### config.mk
export PLATFORM = sky130hd
export DESIGN_NAME = serial_vector_deserializer
export DESIGN_NICKNAME = d
export VERILOG_FILES = /design/src/rtl/serial_vector_deserializer_pkg.sv /design/src/rtl/serial_shift_collector.sv /design/src/rtl/serial_vector_deserializer.sv
export SDC_FILE = /design/constraint.sdc
export NUM_CORES = 1
export LEC_CHECK = 0
export BUFFER_PORTS_ARGS = -buffer_cell sky130_fd_sc_hd__buf_2
export CORE_AREA = 2 2 43 45
export DETAILED_ROUTE_END_ITERATION = 10
export DIE_AREA = 0 0 45 47
export GPL_ROUTABILITY_DRIVEN = 0
export PLACE_DENSITY_LB_ADDON = 0.12
export RECOVER_POWER = 50
export SYNTH_ARGS = -nofsm -noshare
export SYNTH_HDL_FRONTEND = slang
export SYNTH_SLANG_ARGS = --single-unit
export TNS_END_PERCENT = 5
### constraint.sdc
create_clock -name clk -period 2.3 [get_ports clk]
set_input_delay 0.46 -clock clk [delete_from_list [all_inputs] [get_ports clk]]
set_output_delay 0.46 -clock clk [all_outputs]
set_load 0.03 [all_outputs]
### src/rtl/serial_vector_deserializer_pkg.sv
// Shared types and helpers for the vector-reverse / serial deserializer family.
// Holds the output-register state encoding and the bit-counter width helper.
package serial_vector_deserializer_pkg;

    typedef enum logic {
        ST_EMPTY = 1'b0,
        ST_FULL  = 1'b1
    } out_state_e;

    // Counter width able to hold 0..width-1; never narrower than one bit.
    function automatic int cnt_w(input int width);
        if (width < 2) begin
            return 1;
        end else begin
            return $clog2(width);
        end
    endfunction

endpackage

### src/rtl/serial_shift_collector.sv
// Shift register and bit counter that assemble serial bits into WIDTH-bit words.
// Reports completion combinationally so the parent can capture the word on the same edge.
module serial_shift_collector
    import serial_vector_deserializer_pkg::*;
#(
    parameter int WIDTH     = 8,
    parameter bit MSB_FIRST = 1'b1
) (
    input  logic                    clk,
    input  logic                    rst,
    input  logic                    i_bit,
    input  logic                    i_valid,
    input  logic                    i_frame_start,
    output logic [WIDTH-1:0]        o_word,
    output logic                    o_done,
    output logic [cnt_w(WIDTH)-1:0] o_bit_count,
    output logic                    o_busy
);

    localparam int             CW       = cnt_w(WIDTH);
    localparam logic [CW-1:0]  LAST_IDX = CW'(WIDTH - 1);

    logic [WIDTH-1:0] r_sr;
    logic [WIDTH-1:0] w_base;
    logic [WIDTH-1:0] w_sr_next;
    logic [CW-1:0]    r_cnt;
    logic [CW-1:0]    w_cnt_next;
    logic             r_busy;
    logic             w_done;

    // Next shift value and count; frame_start restarts from an empty word and wins over completion.
    always_comb begin
        w_base     = r_sr;
        w_sr_next  = r_sr;
        w_cnt_next = r_cnt;
        w_done     = 1'b0;
        if (i_valid) begin
            if (i_frame_start) begin
                w_base = {WIDTH{1'b0}};
            end else begin
                w_base = r_sr;
            end
            if (MSB_FIRST) begin
                w_sr_next = {w_base[WIDTH-2:0], i_bit};
            end else begin
                w_sr_next = {i_bit, w_base[WIDTH-1:1]};
            end
            if (i_frame_start) begin
                w_cnt_next = CW'(1);
            end else if (r_cnt == LAST_IDX) begin
                w_cnt_next = {CW{1'b0}};
                w_done     = 1'b1;
            end else begin
                w_cnt_next = r_cnt + CW'(1);
            end
        end else begin
            w_sr_next  = r_sr;
            w_cnt_next = r_cnt;
        end
    end

    // Shift register, counter and registered busy flag.
    always_ff @(posedge clk) begin
        if (rst) begin
            r_sr   <= {WIDTH{1'b0}};
            r_cnt  <= {CW{1'b0}};
            r_busy <= 1'b0;
        end else begin
            r_sr   <= w_sr_next;
            r_cnt  <= w_cnt_next;
            r_busy <= (w_cnt_next != {CW{1'b0}});
        end
    end

    assign o_word      = w_sr_next;
    assign o_done      = w_done;
    assign o_bit_count = r_cnt;
    assign o_busy      = r_busy;

endmodule

### src/rtl/serial_vector_deserializer.sv
// Serial-to-parallel deserializer: assembles WIDTH-bit words and presents them through
// a one-word holding register with valid/ready handshake and a drop (overflow) pulse.
module serial_vector_deserializer
    import serial_vector_deserializer_pkg::*;
#(
    parameter int WIDTH     = 8,
    parameter bit MSB_FIRST = 1'b1
) (
    input  logic                    clk,
    input  logic                    rst,
    input  logic                    bit_in,
    input  logic                    bit_valid,
    input  logic                    frame_start,
    output logic [WIDTH-1:0]        out_vector,
    output logic                    out_valid,
    input  logic                    out_ready,
    output logic [cnt_w(WIDTH)-1:0] bit_count,
    output logic                    overflow,
    output logic                    busy
);

    out_state_e       r_state;
    out_state_e       w_state_next;
    logic [WIDTH-1:0] r_out_vector;
    logic             r_overflow;
    logic [WIDTH-1:0] w_word;
    logic             w_done;
    logic             w_load;
    logic             w_drop;

    serial_shift_collector #(
        .WIDTH     (WIDTH),
        .MSB_FIRST (MSB_FIRST)
    ) u_collector (
        .clk           (clk),
        .rst           (rst),
        .i_bit         (bit_in),
        .i_valid       (bit_valid),
        .i_frame_start (frame_start),
        .o_word        (w_word),
        .o_done        (w_done),
        .o_bit_count   (bit_count),
        .o_busy        (busy)
    );

    // Holding-register FSM: a consumed slot can be refilled on the same edge, an unconsumed one drops.
    always_comb begin
        w_state_next = r_state;
        w_load       = 1'b0;
        w_drop       = 1'b0;
        case (r_state)
            ST_EMPTY: begin
                if (w_done) begin
                    w_state_next = ST_FULL;
                    w_load       = 1'b1;
                end else begin
                    w_state_next = ST_EMPTY;
                end
            end
            ST_FULL: begin
                if (w_done) begin
                    w_state_next = ST_FULL;
                    if (out_ready) begin
                        w_load = 1'b1;
                    end else begin
                        w_drop = 1'b1;
                    end
                end else if (out_ready) begin
                    w_state_next = ST_EMPTY;
                end else begin
                    w_state_next = ST_FULL;
                end
            end
            default: begin
                w_state_next = ST_EMPTY;
            end
        endcase
    end

    // State, held word and overflow pulse registers.
    always_ff @(posedge clk) begin
        if (rst) begin
            r_state      <= ST_EMPTY;
            r_out_vector <= {WIDTH{1'b0}};
            r_overflow   <= 1'b0;
        end else begin
            r_state    <= w_state_next;
            r_overflow <= w_drop;
            if (w_load) begin
                r_out_vector <= w_word;
            end else begin
                r_out_vector <= r_out_vector;
            end
        end
    end

    assign out_vector = r_out_vector;
    assign out_valid  = (r_state == ST_FULL);
    assign overflow   = r_overflow;

endmodule

---- Word-level counts from Yosys, hierarchy flattened ----
Index checks and enable logic that the tools add are counted.
storage, ports and cells
  register bits after elaboration ......... 22
  bits of input ports ..................... 6
  output and inout bits ................... 14
  word-level logic and storage cells ...... 27
operators by class
  $add $sub $neg .......................... 1
  equality and inequality tests ........... 1
  mux-type cells .......................... 15
  bitwise logic cells ..................... 2
  reductions and logical operators ........ 2
operators with widths
  operator                                                       count
  3-bit two-way mux                                              3
  1-bit two-way mux                                              8
  8-bit two-way mux                                              1
  7-bit two-way mux                                              1
  1-bit one-hot mux with 2 select lines                          2
  3-bit by 1-bit adder with 3-bit output, second input constant  1
  3-bit equality test, second input constant                     1
  3-bit nonzero test                                             1
  3-bit OR reduction                                             1
  1-bit NOT                                                      2

---- Logic depth before layout (Yosys ltp) ----
Gate-level depths: netlist (run 1).
  depth after elaboration ................. 6
  gate-level depth with buffers ........... 5
  gate-level depth less buffers ........... 5

---- Hierarchy ----
From an unflattened synthesis (run 1), not the netlist that was laid out.
unflattened totals
  cells, all modules ...................... 99
  area total of the unflattened synthesis .. 963.4 um^2
by module, submodules not included
  module                      instances  cells each  area each (um^2)  seq. area each (um^2)
  serial_shift_collector      1          58          526.8             240.2
  serial_vector_deserializer  1          41          436.7             200.2

---- Worst setup path before layout (run 1) ----
OpenSTA, ideal clock, no wires.
  path kind ............................... flip-flop to flip-flop
  from .................................... register u_collector.r_cnt[0], in the netlist u_collector.o_bit_count[0]
  to ...................................... register r_out_vector[0], in the netlist out_vector[0]
  setup time .............................. 121 ps
  arrival ................................. 1496 ps
  data required time ...................... 2179 ps
  slack ................................... 683 ps
  stages on the path, launching flop included .. 6
  buffers on the path ..................... 1
  clock period less this slack ............ 1617 ps
  cell sequence ........................... dfxtp_1 ha_1 ha_1 and3_1 buf_6 mux2_4
on the way
  cells in the longest elaborated chain, start to end .. 6
  elaborated cells between the ends (all ways) .. 7
  those cells by class .................... eq/ne: 1; mux: 6
ends and longest elaborated chain
  item                                       RTL line                                                            source
  start: declaration                         serial_shift_collector.sv:26                                        logic [CW-1:0] r_cnt;
  start signal: assignment                   serial_shift_collector.sv:66                                        r_cnt <= {CW{1'b0}};
  start signal: assignment                   serial_shift_collector.sv:70                                        r_cnt <= w_cnt_next;
  3-bit equality test (*)                    serial_shift_collector.sv:50                                        end else if (r_cnt == LAST_IDX) begin
  1-bit two-way mux (*)                      serial_shift_collector.sv:50
  1-bit two-way mux (*)                      serial_shift_collector.sv:48                                        if (i_frame_start) begin
  1-bit two-way mux (*)                      serial_shift_collector.sv:37                                        if (i_valid) begin
  1-bit two-way mux (on tied branches)       serial_vector_deserializer.sv:61, serial_vector_deserializer.sv:53
  1-bit one-hot mux with 2 select lines (*)  serial_vector_deserializer.sv:51                                    case (r_state)
  end signal: assignment                     serial_vector_deserializer.sv:84                                    r_out_vector <= {WIDTH{1'b0}};
  end signal: assignment                     serial_vector_deserializer.sv:90                                    r_out_vector <= w_word;
  end signal: assignment                     serial_vector_deserializer.sv:92                                    r_out_vector <= r_out_vector;
  end: declaration                           serial_vector_deserializer.sv:24                                    logic [WIDTH-1:0] r_out_vector;
Every way passes the cells marked *; elsewhere a longest branch is shown, timed or not.
A chain may end at the register's enable or synchronous reset.

---- Worst setup path after layout (run 1) ----
  from .................................... input port bit_valid
  to ...................................... register r_out_vector[0], in the netlist out_vector[0]
on the way
  cells in the longest elaborated chain, start to end .. 3
  elaborated cells between the ends (all ways) .. 5
  those cells by class .................... mux: 5
ends and longest elaborated chain
  item                                   RTL line                                                            source
  start: declaration                     serial_vector_deserializer.sv:12                                    input logic bit_valid,
  1-bit two-way mux                      serial_shift_collector.sv:37
  1-bit two-way mux (on tied branches)   serial_vector_deserializer.sv:61, serial_vector_deserializer.sv:53
  1-bit one-hot mux with 2 select lines  serial_vector_deserializer.sv:51
Parallel ways exist; a longest one is shown, timed or not.

==> out/qor.yml, run 1 <==
min_period_over_period: 0.764
cts_num_sinks: 21
cp.required_ps: 2500
synth-seq-area-share: 0.520
grt-ovfl-total: 0
maxCapViolCount: 0
clockRootBuffer: "clkbuf_4"
rsz0062_at_grt: "no"
grt_max_degree: 17
dp_hpwl_um: 994
worst_ep_arrival_time_ps: 1960
placed_area_um2: 906
clock_skew_ps: 1.98
synth_edf_count: 0
synthTopCellsByCount: "21 x dfxtp_1, 15 x nand2_1, 10 x nor2_1"
hold_viol_final: 0
critical_path.top_delay_family: "simple AND/OR/NAND/NOR gates"
place_ws_ps: 643
slowest_stage: "nor2b_1"
seq_area_um2: 420
crit_path_start_kind: "primary input"
num_vias: 607
cts_tree: "done"
relSlewSlack: 0.601
max_stage_delay_ps: 540
grt.total_usage: 0.149
syn_area_um2: 808
die_y_um: 47
peakVddDrop_v: 0.000290
ys_ff_latch: 21
yosysTopAreaCell: "dfxtp_1"
synth_area_per_cell_um2: 9.74
nets: 112
routed_via_density: 5.06
cts_resized: 0
start_util: 0.489
startpoint: "bit_valid"
drt-wirelength-per-cell_um: 11.6
synth_top_area_frac: 0.520
area_growth_pct: 13.6
numCtsBuffers: 3
placementRows: 15
n_antenna_cell: 0
p_leak_nw: 0.390
synth_area_leaders: "dfxtp_1 52%, mux2i_1 9.9%, nand2_1 7.0%"
dr.pass1.iters: 4
maxSlewViolCount: 0
crit_type: "primary input to flop"
core_um2: 1650
multi_input_area_um2: 335
holdBufCountCts: 0
syn_inst: 83
worstHoldStart: "bit_in"
reg2reg_from: "u_collector.o_bit_count[0]$_SDFF_PP0_"
cts_max_path_buffers: 2
final_cell_area_um2: 918
antenna_found_initial: 0
nFillCells: 168
cts_max_level: 1
max_freq_mhz: 569
synth_warnings: 0
max_slew.worst_pin.slew_ps: 597
ys_types: 21
grt_pass1_vias: 517
drcViolationCount: 0
period_needed_ps: 1760
path_buf_inv: 2
clkTransAtPathRegs_ps: 110
yosysMostFrequentCell: "dfxtp_1"
dr.first_iter.drc_count: 5
outcome: "completed"
ant_nets: 0
synth_flop_cell: "dfxtp_1"
hold_path.class: "primary input to flop"
grt_pass1_wl_um: 2260
endpoint_kind: "flop"
crit_fanout: 10
synthArstFlopShare: 0
cellPowerDensity_nw_per_um2: 634
io_pins: 20
path_cells: "clkbuf_1 > nor2b_1 > and3_1 > buf_4 > mux2_4"
chipWidth_um: 45
clk_latency_ps: 290
dieArea_um2: 2120
setup-tns-final_ps: 0
drive_gt1_frac: 0.184
post_cts_buffers: 0
syn_nets: 91
wl_um: 1390
numPortBuffers: 19
layout_setup_ws_ps: 543
setup_viol_count_final: 0
## where the power goes
group          leakage (nW)  switching [mW]  internal, mW
registers             0.170         0.00355         0.369
clock network        0.0177           0.106        0.0647
logic                 0.202          0.0277        0.0116
## layout make-up
| class | count | area share |
|---|---|---|
| sequential | 21 | 0.458 |
| timing repair buffer | 20 | 0.104 |
| multi-input combinational | 53 | 0.365 |
| clock inverter | 1 | 0.00545 |
| inverter | 5 | 0.0204 |
| clock buffer | 3 | 0.0245 |
| tap | 17 | 0.0232 |
## kinds of logic after synthesis
| group | share of synthesized area |
|---|---|
| flops | 0.520 |
| mux | 0.118 |
| buf+inv | 0.0557 |
| simple gates | 0.172 |
| compound gates | 0.104 |
| fa+ha+maj | 0.0310 |
## through the flow
stage	utilization	hold WS, ps	power [mW]	cells
after floorplan	-	438	0.409	83
after global placement	0.548	446	0.422	116
after detailed placement	0.548	443	0.422	116
after CTS	0.565	454	0.594	120
after global routing	0.556	467	0.610	120
final	0.556	460	0.582	120
## routing by layer
| metal | part of all wire | routed length, um | global-route usage | vias to the layer above |
|---|---|---|---|---|
| met5 | 0 | 0 | 0 | - |
| met1 | 0.50 | 697 | 0.214 | 271 |
| met2 | 0.45 | 622 | 0.220 | 13 |
| met4 | 0.014 | 19 | 0.0706 | 0 |
| met3 | 0.036 | 50 | 0.0231 | 4 |
| li1 | - | - | - | 319 |
## worst paths after layout
path,end,slack (ps),cells after the start
setup / recovery,out_vector[0]$_SDFFE_PP0P_,540,5
hold / removal,u_collector.r_sr[0]$_SDFF_PP0_,460,3
setup reg to reg,out_vector[0]$_SDFFE_PP0P_,800,5
hold reg to reg,out_vector[4]$_SDFFE_PP0P_,460,2
## layout by cell type (no fill, tap or decap), types with 2 or more instances in the layout
cell,count
mux2i_1,8
clkbuf_1,6
clkbuf_4,3
nand2_1,15
inv_1,5
a32oi_1,2
a22oi_1,6
nor2b_1,2
nor2_1,10
dfxtp_1,21
buf_2,13
ha_1,2
## worst register-to-register path, stage by stage (launching register included)
cell and delay, ps:
dfxtp_1 390, ha_1 160, ha_1 200, and3_1 160
buf_4 190, mux2_4 310
## sequential cells by signal, summed over array words and instances, names as in the netlist
name and cells:
u_collector.o_busy 1, u_collector.r_sr 7, u_collector.o_bit_count 3, out_vector 8, out_valid 1, overflow 1
(Power assumes the default switching activity.)
==> run 2: changes to the inputs <==
--- a/config.mk
+++ b/config.mk
@@ -6,9 +6,9 @@
 export NUM_CORES = 1
 export LEC_CHECK = 0
 export BUFFER_PORTS_ARGS = -buffer_cell sky130_fd_sc_hd__buf_2
-export CORE_AREA = 2 2 43 45
+export CORE_AREA = 2 2 44 46
 export DETAILED_ROUTE_END_ITERATION = 10
-export DIE_AREA = 0 0 45 47
+export DIE_AREA = 0 0 46 48
 export GPL_ROUTABILITY_DRIVEN = 0
 export PLACE_DENSITY_LB_ADDON = 0.12
 export RECOVER_POWER = 50
==> constraint.sdc (replaced) <==
create_clock -name clk -period 1.83 [get_ports clk]
set_input_delay 0.366 -clock clk [delete_from_list [all_inputs] [get_ports clk]]
set_output_delay 0.366 -clock clk [all_outputs]
set_load 0.03 [all_outputs]
==> run 2 against run 1 <==
Compared with the run above: clock power up 26%; worst hold slack worse by 100 ps; sequential share of layout area shrank 0.25 points; sequential power is 26% higher; via count up 2.0%; setup slack got worse by 240 ps; register-to-register slack got worse by 410 ps; clock skew rose by 3.0 ps; first-iteration DRC count up 40%; flip-flop and latch count unchanged; utilization fell by 0.94 points; critical endpoint is now out_vector[4]$_SDFFE_PP0P_.
==> out/qor.yml, run 2 (synthesized netlist as in run 1, its figures left out) <==
ant_nets: 0
grt_pass1_wl_um: 2310
p_seq_frac: 0.638
crit_type: "primary input to flop"
n_antenna_cell: 0
worst_ep_arrival_time_ps: 1750
die_y_um: 48
clkPwrFrac: 0.293
grt.total_usage: 0.150
setup_viol_count_final: 0
rsz0062_at_grt: "no"
setup-tns-final_ps: 0
clockRootBuffer: "clkbuf_4"
pwr-share-comb: 0.069
grt_max_degree: 15
drcViolationCount: 0
worstReg2RegEnd: "out_vector[4]$_SDFFE_PP0P_"
placementRows: 15
critPathCapture: "out_vector[4]$_SDFFE_PP0P_"
swShare: 0.236
area_growth_pct: 14.2
nets: 113
cts_num_sinks: 21
rrSetupSlack_ps: 390
hold_path.class: "primary input to flop"
drt-wirelength-per-cell_um: 11.4
period_needed_ps: 1520
p_leak_nw: 0.384
cellPowerDensity_nw_per_um2: 796
post_cts_buffers: 0
io_pins: 20
max_slew.worst_pin.slew_ps: 623
startpoint: "bit_valid"
chipWidth_um: 46
cts_tree: "done"
dieArea_um2: 2210
relSlewSlack: 0.584
r2r_cells: 5
routed_via_density: 5.12
cp.required_ps: 2060
crit_path_start_kind: "primary input"
drive_gt1_frac: 0.173
clkTransAtPathRegs_ps: 110
cts_resized: 0
peakVddDrop_v: 0.000524
dr.first_iter.drc_count: 7
switchingPower_uw: 173
numPortBuffers: 19
largest_reg_flops: 8
outcome: "completed"
crit_fanout: 10
final_common_cell: "dfxtp_1"
min_period_over_period: 0.832
endpoint_kind: "flop"
core_um2: 1690
cts_max_path_buffers: 2
maxCapViolCount: 0
grt_pass1_vias: 560
reg2reg_from: "u_collector.o_bit_count[0]$_SDFF_PP0_"
clk_latency_ps: 300
dr.pass1.iters: 4
numCtsBuffers: 3
grt-ovfl-total: 0
intPower_uw: 561
cts_max_level: 1
clock_skew_ps: 4.98
maxSlewViolCount: 0
final_cell_mix: "21 x dfxtp_1, 15 x nand2_1, 11 x buf_2"
holdBufCountCts: 0
max_freq_mhz: 657
start_util: 0.479
finish.utilization: 0.547
antenna_found_initial: 0
wl_um: 1380
dp_hpwl_um: 1010
hold_viol_final: 0
num_vias: 619
-- run 2: cell count changes in the layout (fill, tap and decap cells not counted), sizes merged --
| cell | previous run | this run |
|---|---|---|
| clkbuf | 9 | 11 |
| buf | 14 | 13 |
-- run 2: worst min-delay path by stage --
stage,from,end,depth (start not counted)
floorplan,u_collector.r_sr[6]$_SDFF_PP0_,out_vector[7]$_SDFFE_PP0P_,2
global placement,out_vector[1]$_SDFFE_PP0P_,out_vector[1]$_SDFFE_PP0P_,2
detailed placement,out_vector[6]$_SDFFE_PP0P_,out_vector[6]$_SDFFE_PP0P_,2
CTS,out_ready,overflow$_SDFF_PP0_,3
global route,out_ready,overflow$_SDFF_PP0_,3
finish,out_ready,overflow$_SDFF_PP0_,3
-- run 2: metal layers --
layer,global-route usage,part of all wire
met1,0.199,0.51
met2,0.225,0.44
met3,0.0340,0.036
met4,0.0857,0.010
met5,0,0
-- run 2: layout make-up --
cell class / count / area (um2)
Fill cell: 160 / 766
Sequential cell: 21 / 420
Multi-Input combinational cell: 53 / 335
Timing Repair Buffer: 21 / 100
Clock buffer: 3 / 22.5
Tap cell: 17 / 21.3
Inverter: 5 / 18.8
Clock inverter: 1 / 5.00
-- run 2: power groups by stage --
stage	logic [mW]	registers (mW)	clock network, mW
after floorplan	0.0260	0.488	0
after CTS	0.0539	0.468	0.228
after global routing	0.0568	0.470	0.248
final	0.0511	0.468	0.215
after detailed placement	0.0538	0.479	0
after global placement	0.0535	0.479	0
-- run 2: worst max-delay path: stages --
cell	delay [ps]
buf_2	140
nor2b_1	530
and3_1	300
buf_4	190
mux2i_1	220
-- run 2: through the flow --
step	area, um2	instances	hold WS (ps)	power, mW	setup WS, ps
final	923	121	359	0.735	308
after global routing	923	121	372	0.774	169
after CTS	941	121	348	0.751	375
after detailed placement	913	117	447	0.533	313
after global placement	913	117	440	0.532	377
after floorplan	808	83	438	0.514	213
==> run 3: changes to the inputs <==
==> constraint.sdc (replaced) <==
create_clock -name clk -period 1.6 [get_ports clk]
set_input_delay 0.32 -clock clk [delete_from_list [all_inputs] [get_ports clk]]
set_output_delay 0.32 -clock clk [all_outputs]
set_load 0.03 [all_outputs]
==> run 3 against run 2 <==
Compared with the run above: flip-flop and latch count unchanged; non-clock buffer count unchanged; via count is 1.6% lower; utilization rose by 0.44 points; clock-buffer cell count is 1 higher; highest routed layer unchanged.
==> out/qor.yml, run 3 (synthesized netlist as in run 1, its figures left out) <==
cp.required_ps: 1820
dp_cells: 117
clk_latency_ps: 290
rrSetupSlack_ps: 220
dp_hpwl_um: 1020
dieArea_um2: 2210
post_cts_buffers: 0
core_um2: 1690
dr.pass1.iters: 4
grt_max_degree: 15
layout_setup_ws_ps: 218
max_freq_mhz: 723
p_leak_nw: 0.385
drcViolationCount: 0
grt_pass1_wl_um: 2390
critical_path.top_delay_family: "flip-flops"
path_cells: "ha_1 > ha_1 > and3_1 > buf_4 > mux2i_1"
drive_gt1_frac: 0.183
intPower_uw: 648
numPortBuffers: 19
rsz0062_at_grt: "no"
holdBufCountCts: 0
cts_resized: 0
pwr-share-comb: 0.073
crit_type: "flop to flop"
max_stage_delay_ps: 370
final_cell_mix: "19 x dfxtp_1, 15 x nand2_1, 10 x nor2_1, 10 x clkbuf_1, 10 x buf_2"
num_vias: 609
area_growth_pct: 15.2
swShare: 0.223
final_common_cell: "dfxtp_1"
p_seq_frac: 0.643
cellPowerDensity_nw_per_um2: 895
ant_nets: 0
grt-ovfl-total: 0
cts_num_sinks: 21
cts_max_path_buffers: 2
numCtsBuffers: 3
crit_fanout: 7
maxCapViolCount: 0
routed_via_density: 5.03
period_needed_ps: 1380
largest_reg_flops: 8
place_ws_ps: 172
switchingPower_uw: 186
io_pins: 20
outcome: "completed"
path_buf_inv: 1
placed_area_um2: 916
clockRootBuffer: "clkbuf_4"
worst_ep_arrival_time_ps: 1610
max_slew.worst_pin.slew_ps: 366
start_util: 0.479
maxSlewViolCount: 0
peakVddDrop_v: 0.000584
antenna_found_initial: 0
grt.total_usage: 0.156
setup-tns-final_ps: 0
nets: 113
grt_pass1_vias: 556
cts_tree: "done"
path_common_cell: "ha_1"
clkTransAtPathRegs_ps: 100
timing.hold.ws_ps: 325
chipWidth_um: 46
cts_max_level: 1
hold_path.class: "primary input to flop"
clock_skew_ps: 1.61
placementRows: 15
setup_viol_count_final: 0
finish.utilization: 0.551
die_y_um: 48
slowest_stage: "dfxtp_2"
crit_path_start_kind: "flop"
dr.first_iter.drc_count: 11
p_total_uw: 833
drt-wirelength-per-cell_um: 11.8
min_period_over_period: 0.864
instances_no_fill: 121
n_antenna_cell: 0
final_cell_area_um2: 931
endpoint_kind: "flop"
wl_um: 1420
clkPwrFrac: 0.283
hold_viol_final: 0
relSlewSlack: 0.757
[run 3: cell count changes in the layout (fill, tap and decap cells not counted), sizes merged]
cell,before,now
clkbuf,11,13
buf,13,12
clkinv,1,0
[run 3: cell type report]
| type | count | area, um2 |
|---|---|---|
| Clock buffer | 4 | 26.3 |
| Timing Repair Buffer | 21 | 98.8 |
| Tap cell | 17 | 21.3 |
| Sequential cell | 21 | 423 |
| Multi-Input combinational cell | 53 | 343 |
| Inverter | 5 | 18.8 |
| Fill cell | 173 | 758 |
[run 3: worst reg2reg max path, stage by stage (launching register included)]
cell	delay, ps
dfxtp_2	370
ha_1	150
ha_1	200
and3_1	210
buf_4	190
mux2i_1	200
[run 3: final timing paths]
check                                        start                    endpoint  cells after the start
max          u_collector.o_bit_count[0]$_SDFF_PP0_  out_vector[4]$_SDFFE_PP0P_                      5
min                                      out_ready         overflow$_SDFF_PP0_                      3
max reg2reg  u_collector.o_bit_count[0]$_SDFF_PP0_  out_vector[4]$_SDFFE_PP0P_                      5
min reg2reg             out_vector[2]$_SDFFE_PP0P_  out_vector[2]$_SDFFE_PP0P_                      2
[run 3: routing by layer]
metal | vias to the layer above | share of wire | wire [um] | global-route usage
met5 | - | 0 | 0 | 0
met4 | 0 | 0.011 | 15 | 0.103
met3 | 2 | 0.034 | 48 | 0.0340
met2 | 9 | 0.45 | 635 | 0.219
met1 | 277 | 0.51 | 723 | 0.214
li1 | 321 | - | - | -
[run 3: power by group through the flow]
| stage | Combinational, mW | Clock (mW) | Sequential [mW] |
|---|---|---|---|
| finish | 0.0611 | 0.236 | 0.536 |
| global route | 0.0672 | 0.282 | 0.537 |
| CTS | 0.0623 | 0.253 | 0.536 |
| detailed placement | 0.0622 | 0 | 0.548 |
| global placement | 0.0615 | 0 | 0.548 |
| floorplan | 0.0297 | 0 | 0.559 |
